===== config.mk =====
export PLATFORM = sky130hd
export DESIGN_NAME = sum_uart_tx
export DESIGN_NICKNAME = d
export VERILOG_FILES = /design/src/rtl/sum_uart_tx.sv
export SDC_FILE = /design/constraint.sdc
export NUM_CORES = 1
export LEC_CHECK = 0
export CAP_MARGIN = 10
export CORE_ASPECT_RATIO = 0.6
export CORE_MARGIN = 2
export CORE_UTILIZATION = 45
export CTS_CLUSTER_DIAMETER = 120
export DETAILED_ROUTE_END_ITERATION = 10
export PLACE_DENSITY = 0.77
export REMOVE_ABC_BUFFERS = 1
export SLEW_MARGIN = 40
export SYNTH_ARGS = -nofsm -noshare
export SYNTH_HDL_FRONTEND = slang
export SYNTH_SLANG_ARGS = --single-unit

===== constraint.sdc =====
create_clock -name clk -period 3.3 [get_ports clk]
set_clock_uncertainty 0.05 [all_clocks]
set_input_delay 0.33 -clock clk [delete_from_list [all_inputs] [get_ports clk]]
set_output_delay 0.33 -clock clk [all_outputs]
set_load 0.01 [all_outputs]

===== src/rtl/sum_uart_tx.sv =====
// Serial transmitter for 9-bit adder results ({carry, byte}), sent LSB-first as a UART frame.
// Define SUM_TX_PARITY_EN to insert an even-parity bit between the payload and the stop bit.
module sum_uart_tx #(
  parameter int CLKS_PER_BIT = 16
) (
  input  logic       clk,
  input  logic       rst_n,
  input  logic       ena,
  input  logic       sum_valid,
  input  logic [7:0] sum_data,
  input  logic       sum_carry,
  output logic       sum_ready,
  output logic       tx,
  output logic       busy
);

  localparam logic [2:0] S_IDLE   = 3'd0;
  localparam logic [2:0] S_START  = 3'd1;
  localparam logic [2:0] S_DATA   = 3'd2;
  localparam logic [2:0] S_STOP   = 3'd4;
`ifdef SUM_TX_PARITY_EN
  localparam logic [2:0] S_PARITY = 3'd3;
`endif
  localparam logic [7:0] BAUD_LAST = 8'(CLKS_PER_BIT - 1);

  logic [2:0] state;
  logic [7:0] baud_cnt;
  logic [3:0] bit_cnt;
  logic       hold_full;
  logic [8:0] hold_word;
  logic [8:0] shift_reg;
  logic       bit_last;
  logic       accept;
  logic       transfer;
`ifdef SUM_TX_PARITY_EN
  logic       parity_bit;

  function automatic logic even_parity(input logic [8:0] w);
    return ^w;
  endfunction
`endif

  assign sum_ready = ~hold_full & ena;
  assign accept    = sum_valid & sum_ready;
  assign bit_last  = (baud_cnt == BAUD_LAST);
  // A held word moves into the shifter from IDLE or on the final STOP cycle.
  assign transfer  = hold_full & ena &
                     ((state == S_IDLE) | ((state == S_STOP) & bit_last));
  assign busy      = (state != S_IDLE);

  always_ff @(posedge clk or negedge rst_n) begin
    if (!rst_n) begin
      state     <= S_IDLE;
      baud_cnt  <= 8'd0;
      bit_cnt   <= 4'd0;
      hold_full <= 1'b0;
    end else begin
      if (accept)
        hold_full <= 1'b1;
      else if (transfer)
        hold_full <= 1'b0;

      case (state)
        S_IDLE: begin
          baud_cnt <= 8'd0;
          if (transfer) state <= S_START;
        end
        S_START: begin
          if (bit_last) begin
            state    <= S_DATA;
            baud_cnt <= 8'd0;
            bit_cnt  <= 4'd0;
          end else begin
            baud_cnt <= baud_cnt + 8'd1;
          end
        end
        S_DATA: begin
          if (bit_last) begin
            baud_cnt <= 8'd0;
            if (bit_cnt == 4'd8) begin
`ifdef SUM_TX_PARITY_EN
              state <= S_PARITY;
`else
              state <= S_STOP;
`endif
            end else begin
              bit_cnt <= bit_cnt + 4'd1;
            end
          end else begin
            baud_cnt <= baud_cnt + 8'd1;
          end
        end
`ifdef SUM_TX_PARITY_EN
        S_PARITY: begin
          if (bit_last) begin
            state    <= S_STOP;
            baud_cnt <= 8'd0;
          end else begin
            baud_cnt <= baud_cnt + 8'd1;
          end
        end
`endif
        S_STOP: begin
          if (bit_last) begin
            baud_cnt <= 8'd0;
            state    <= transfer ? S_START : S_IDLE;
          end else begin
            baud_cnt <= baud_cnt + 8'd1;
          end
        end
        default: begin
          state    <= S_IDLE;
          baud_cnt <= 8'd0;
        end
      endcase
    end
  end

  // Payload registers carry no reset; they are only observed once a frame is under way.
  always_ff @(posedge clk) begin
    if (accept)
      hold_word <= {sum_carry, sum_data};
    if (transfer) begin
      shift_reg  <= hold_word;
`ifdef SUM_TX_PARITY_EN
      parity_bit <= even_parity(hold_word);
`endif
    end else if ((state == S_DATA) && bit_last) begin
      shift_reg <= {1'b0, shift_reg[8:1]};
    end
  end

  always_comb begin
    tx = 1'b1;
    case (state)
      S_START:  tx = 1'b0;
      S_DATA:   tx = shift_reg[0];
`ifdef SUM_TX_PARITY_EN
      S_PARITY: tx = parity_bit;
`endif
      default:  tx = 1'b1;
    endcase
  end

endmodule

[Word level (Yosys, flattened, before mapping)]
Index checks and enable logic that the tools add are counted.
Operators by class
  reductions and logical operators: 9
  muxes and demuxes: 18
  multipliers: 0
  equality and inequality tests: 11
  add/sub/neg operators: 2
  magnitude comparators: 0
  shifts and indexed selects: 0
  bitwise gates (word level): 7
  divide/modulo/power cells: 0
Operator list (count)
  $mux W9: 2
  $mux W8: 2
  $mux W3: 5
  $mux W4: 3
  $ne A2 B2 Y1 const B: 6
  $pmux W3 S4: 1
  $add A8 B1 Y8 const B: 1
  $eq A8 B4 Y1 const B: 1
  $pmux W4 S2: 1
  $reduce_bool A2 Y1: 3
  $and A1 B1 Y1: 5
  $reduce_and A5 Y1: 1
  $add A4 B1 Y4 const B: 1
  $eq A4 B4 Y1 const B: 1
  $reduce_and A4 Y1: 1
  $eq A3 B1 Y1 const B: 1
  $eq A3 B2 Y1 const B: 1
  $eq A3 B3 Y1 const B: 1
  $logic_not A3 Y1: 1
  $mux W1: 3
  $reduce_bool A3 Y1: 1
  $reduce_or A3 Y1: 1
  $pmux W1 S2: 1
  $logic_and A1 B1 Y1: 1
  other kinds (2): 2
Storage, ports and cells
  latch bits: 0
  output and inout bits: 3
  RAM bits: 0
  bits in read-only memories: 0
  register bits after elaboration: 34
  logic and storage cells: 53
  memories: 0

[Logic depth before layout (Yosys ltp)]
  depth after elaboration: 7
  depth in mapped cells: 6
  mapped depth without buffers: 6

[Worst setup path before layout]
OpenSTA, ideal clock, no wires.
  path kind: register to register
  from: register baud_cnt[5]
  to: register shift_reg[0], enable pin
  path buffers: 0
  cell stages (with the launch flop): 4
  library setup time: 0.387 ns
  setup slack: 0.867 ns
  arrival: 1.996 ns
  required time: 2.863 ns
  clock period less this slack: 2.433 ns
  cells stage by stage: dfrtp_1 -> or4_4 -> or2_2 -> o21ai_0
Between the ends
  word-level cells in the longest chain between the ends: 5
  elaborated cells between the ends (all ways): 6
  those cells by class: 1 x eq/ne; 3 x bitwise; 2 x reduce/logical
RTL lines
  start, declared: RTL line 27  | logic [7:0] baud_cnt;
  start signal, assigned: RTL line 74  | baud_cnt <= baud_cnt + 8'd1;
  start signal, assigned: RTL line 90  | baud_cnt <= baud_cnt + 8'd1;
  start signal, assigned: RTL line 108  | baud_cnt <= baud_cnt + 8'd1;
  $eq A8 B4 Y1 (*): RTL line 45  | assign bit_last = (baud_cnt == BAUD_LAST);
  $and A1 B1 Y1: RTL line 48  | ((state == S_IDLE) | ((state == S_STOP) & bit_last));
  $or A1 B1 Y1: RTL line 48
  $and A1 B1 Y1: RTL line 47  | assign transfer = hold_full & ena &
  $reduce_bool A2 Y1 (no source line) (*)
  end signal, assigned: RTL line 124  | shift_reg <= hold_word;
  end signal, assigned: RTL line 129  | shift_reg <= {1'b0, shift_reg[8:1]};
  end, declared: RTL line 31  | logic [8:0] shift_reg;
Every way passes the cells marked *; elsewhere a longest branch is shown, timed or not.
A chain may end at the register's enable or synchronous reset.

[Worst setup path after layout]
  from: register baud_cnt[5]
  to: register shift_reg[7], enable pin
The elaborated chain is that of the path after synthesis.

==> impl_metrics.py <==
metrics = {
    "run_status": {
        "status": "finished, final reports clean",
    },
    "setup_path": {
        "r2r-start": "baud_cnt[5]",
        "cp_max_fo": 12,
        "setup.worst_path.end": "shift_reg[7]",
        "ff2ff_path_depth": 4,
        "cp-end-kind": "flip-flop",
        "r2r_end": "shift_reg[7]",
        "crit_arrival_ns": 2.26,
        "r2r_slack_ns": 0.90,
        "worstSetupStartpoint": "baud_cnt[5]",
        "critical_path_class": "reg -> reg",
        "worstPathRequired_ns": 3.16,
        "worstSetupStartpointType": "flip-flop",
    },
    "die": {
        "ios": 16,
        "start_util": 0.475,
        "die_h_um": 49.7,
        "coreArea_um2": 3300,
        "row_count": 16,
        "dieArea_um2": 3990,
        "die_w_um": 80.2,
    },
    "placed_design": {
        "gp_congestion": 0.747,
        "port_buffers": 15,
        "dp_hpwl_um": 1800,
        "dp.cells": 176,
    },
    "global_routing": {
        "grt_pass1_vias": 902,
        "grt_pass1_wl_um": 4140,
        "antenna_found_initial": 0,
        "grt_overflow": 0,
        "grt_max_degree": 17,
        "track_usage": 0.143,
    },
    "synthesis": {
        "syn-cell-area_um2": 1570,
        "synth_cell_types": 37,
        "avgSynthCellArea_um2": 13.1,
        "seq_area_frac_synth": 0.600,
        "synthCells": 120,
        "ys.warnings.count": 0,
        "synth-seq-cells": 34,
    },
    "finish": {
        "fill_cells": 262,
        "final_cells": 185,
        "seq_area_um2": 941,
        "area_growth_pct": 15.9,
        "fin_nets": 155,
        "drive_gt1_frac": 0.171,
        "final_cell_mix": "18 x edfxtp_1, 16 x dfrtp_1, 15 x nor2_1",
        "antenna_cells": 0,
        "final_common_cell": "edfxtp_1",
        "multiInputGateArea_um2": 567,
    },
    "clocking": {
        "post-cts-setup-buffers": 0,
        "htreeDepth": 2,
        "clock_latency_ns": 0.28,
        "clkTransAtPathRegs_ns": 0.07,
        "cts_buffers": 5,
        "cts_resized": 0,
        "clockBufferDepth": 2,
        "cts_sinks": 34,
        "cts_root_buf": "clkbuf_8",
        "cts_tree": "built",
    },
    "drt": {
        "drtPass1Iterations": 4,
        "final_antenna_net_count": 0,
        "routed_wl_um": 2530,
        "wl_per_cell_um": 13.7,
        "vias_per_cell": 5.14,
        "num_vias": 951,
        "drtIter0Drc": 26,
        "route.detailed.drc": 0,
    },
    "power_and_ir_drop": {
        "p_int_mw": 0.614,
        "seqPwrFrac": 0.592,
        "ir_worst_vdd_v": 0.000286,
        "power_density_nw_per_um2": 423,
        "power_frac_comb": 0.035,
        "clkPwrFrac": 0.373,
        "swShare": 0.202,
        "p_leak_nw": 0.722,
        "power.switching_mw": 0.156,
    },
    "worst_hold_path": {
        "hold_path_class": "reg -> reg",
    },
    "sta": {
        "hold_ws_ns": 0.413,
        "layout_min_cycle_time_ns": 2.40,
        "hold_viol_final": 0,
        "max_freq_ghz": 0.416,
        "worst_pin_slew_ns": 0.736,
        "setup_viol": 0,
        "rsz0062_at_grt": "no",
        "relSlewSlack": 0.506,
        "fin_setup_tns_ns": 0,
        "finalCritPeriodShare": 0.728,
        "drv_slew": 0,
    },
    "job": {
        "drv_cap": 0,
    },
}
==> metal layers <==
| metal | vias to the layer above | global-route usage | part of all wire |
|---|---|---|---|
| met5 | - | 0 | 0 |
| met3 | 6 | 0.0495 | 0.034 |
| met2 | 24 | 0.204 | 0.44 |
| met4 | 0 | 0.0706 | 0.022 |
| met1 | 460 | 0.193 | 0.51 |
| li1 | 461 | - | - |
==> Yosys cell counts <==
library cell  instances  area, µm²
a211oi_1              1       7.51
a22oi_1               1       7.51
or3b_2                1       8.76
o31ai_1               1       7.51
o2111ai_4             1       26.3
nor2_4                1       11.3
xnor2_1               4       35.0
xor2_1                3       26.3
nor3b_1               2       15.0
or2_2                 2       12.5
nor3_1                1       5.00
nand2b_1              1       6.26
buf_6                 1       11.3
inv_1                 5       18.8
dfrtp_1              16        400
or4_4                 1       11.3
clkbuf_8              2       27.5
and2_1                1       6.26
mux2i_1               1       10.0
a211o_1               1       8.76
clkbuf_1              1       3.75
nor2_1               15       56.3
o21ai_0               8       40.0
nand3b_1              2       15.0
a21o_2                1       8.76
ha_1                  3       37.5
nand3_1               4       20.0
edfxtp_1             18        541
or3_2                 1       7.51
mux2_2                2       22.5
a21oi_1               1       5.00
nor4_1                1       6.26
nor2b_1               2       12.5
o221a_2               1       11.3
and3_1                1       6.26
mux2_4                6       90.1
nand2_1               6       22.5
==> cell families (layout without fill, tap and decap cells) <==
| family | after synthesis | after routing | synth area share |
|---|---|---|---|
| fa+ha+maj | 3 | 3 | 0.0239 |
| xor+xnor | 7 | 7 | 0.0391 |
| buf+inv | 9 | 29 | 0.0391 |
| mux | 9 | 9 | 0.0782 |
| flops | 34 | 34 | 0.600 |
| simple gates | 42 | 42 | 0.142 |
| compound gates | 16 | 16 | 0.0782 |
==> stage by stage <==
step           instance area, µm²   util  total power, mW  setup slack (ns)
6_report                     1820  0.551            0.770             0.898
5_1_grt                      1820  0.551            0.797             0.765
4_1_cts                      1810  0.549            0.775             0.889
3_5_place_dp                 1730  0.525            0.491             0.899
3_3_place_gp                 1730  0.525            0.490             0.667
2_1_floorplan                1530      -            0.469             0.867
==> power groups by stage <==
stage | clock network [mW] | registers, mW | logic [mW]
after floorplan | 0 | 0.464 | 0.00577
after global placement | 0 | 0.464 | 0.0263
after detailed placement | 0 | 0.464 | 0.0270
after CTS | 0.292 | 0.456 | 0.0272
after global routing | 0.312 | 0.456 | 0.0296
final | 0.287 | 0.455 | 0.0269
==> worst max-delay path, cell delays in order (launching register included) <==
cell	delay [ns]
dfrtp_1	0.42
or4_4	0.58
nor2_4	0.18
o2111ai_4	0.27
o21ai_1	0.51
==> cell type report <==
class | count | area share
multi-input combinational | 77 | 0.312
timing repair buffer | 16 | 0.0853
clock inverter | 2 | 0.00481
tap | 45 | 0.0309
inverter | 5 | 0.0103
clock buffer | 6 | 0.0399
sequential | 34 | 0.517
==> worst min-delay path by stage <==
stage / slack (ns) / to / cells after the start / start
global route: 0.43 / baud_cnt[0] / 1 / baud_cnt[0]
finish: 0.41 / baud_cnt[0] / 1 / baud_cnt[0]
floorplan: -0.02 / baud_cnt[0] / 0 / rst_n
CTS: 0.42 / baud_cnt[0] / 1 / baud_cnt[0]
global placement: 0.39 / baud_cnt[0] / 1 / baud_cnt[0]
detailed placement: 0.41 / baud_cnt[0] / 1 / baud_cnt[0]
==> timing repair <==
action	CTS	global route
hold buffers	0	1
hold endpoints to repair	0	16
setup endpoints to repair	0	0
(Power assumes the default switching activity.)
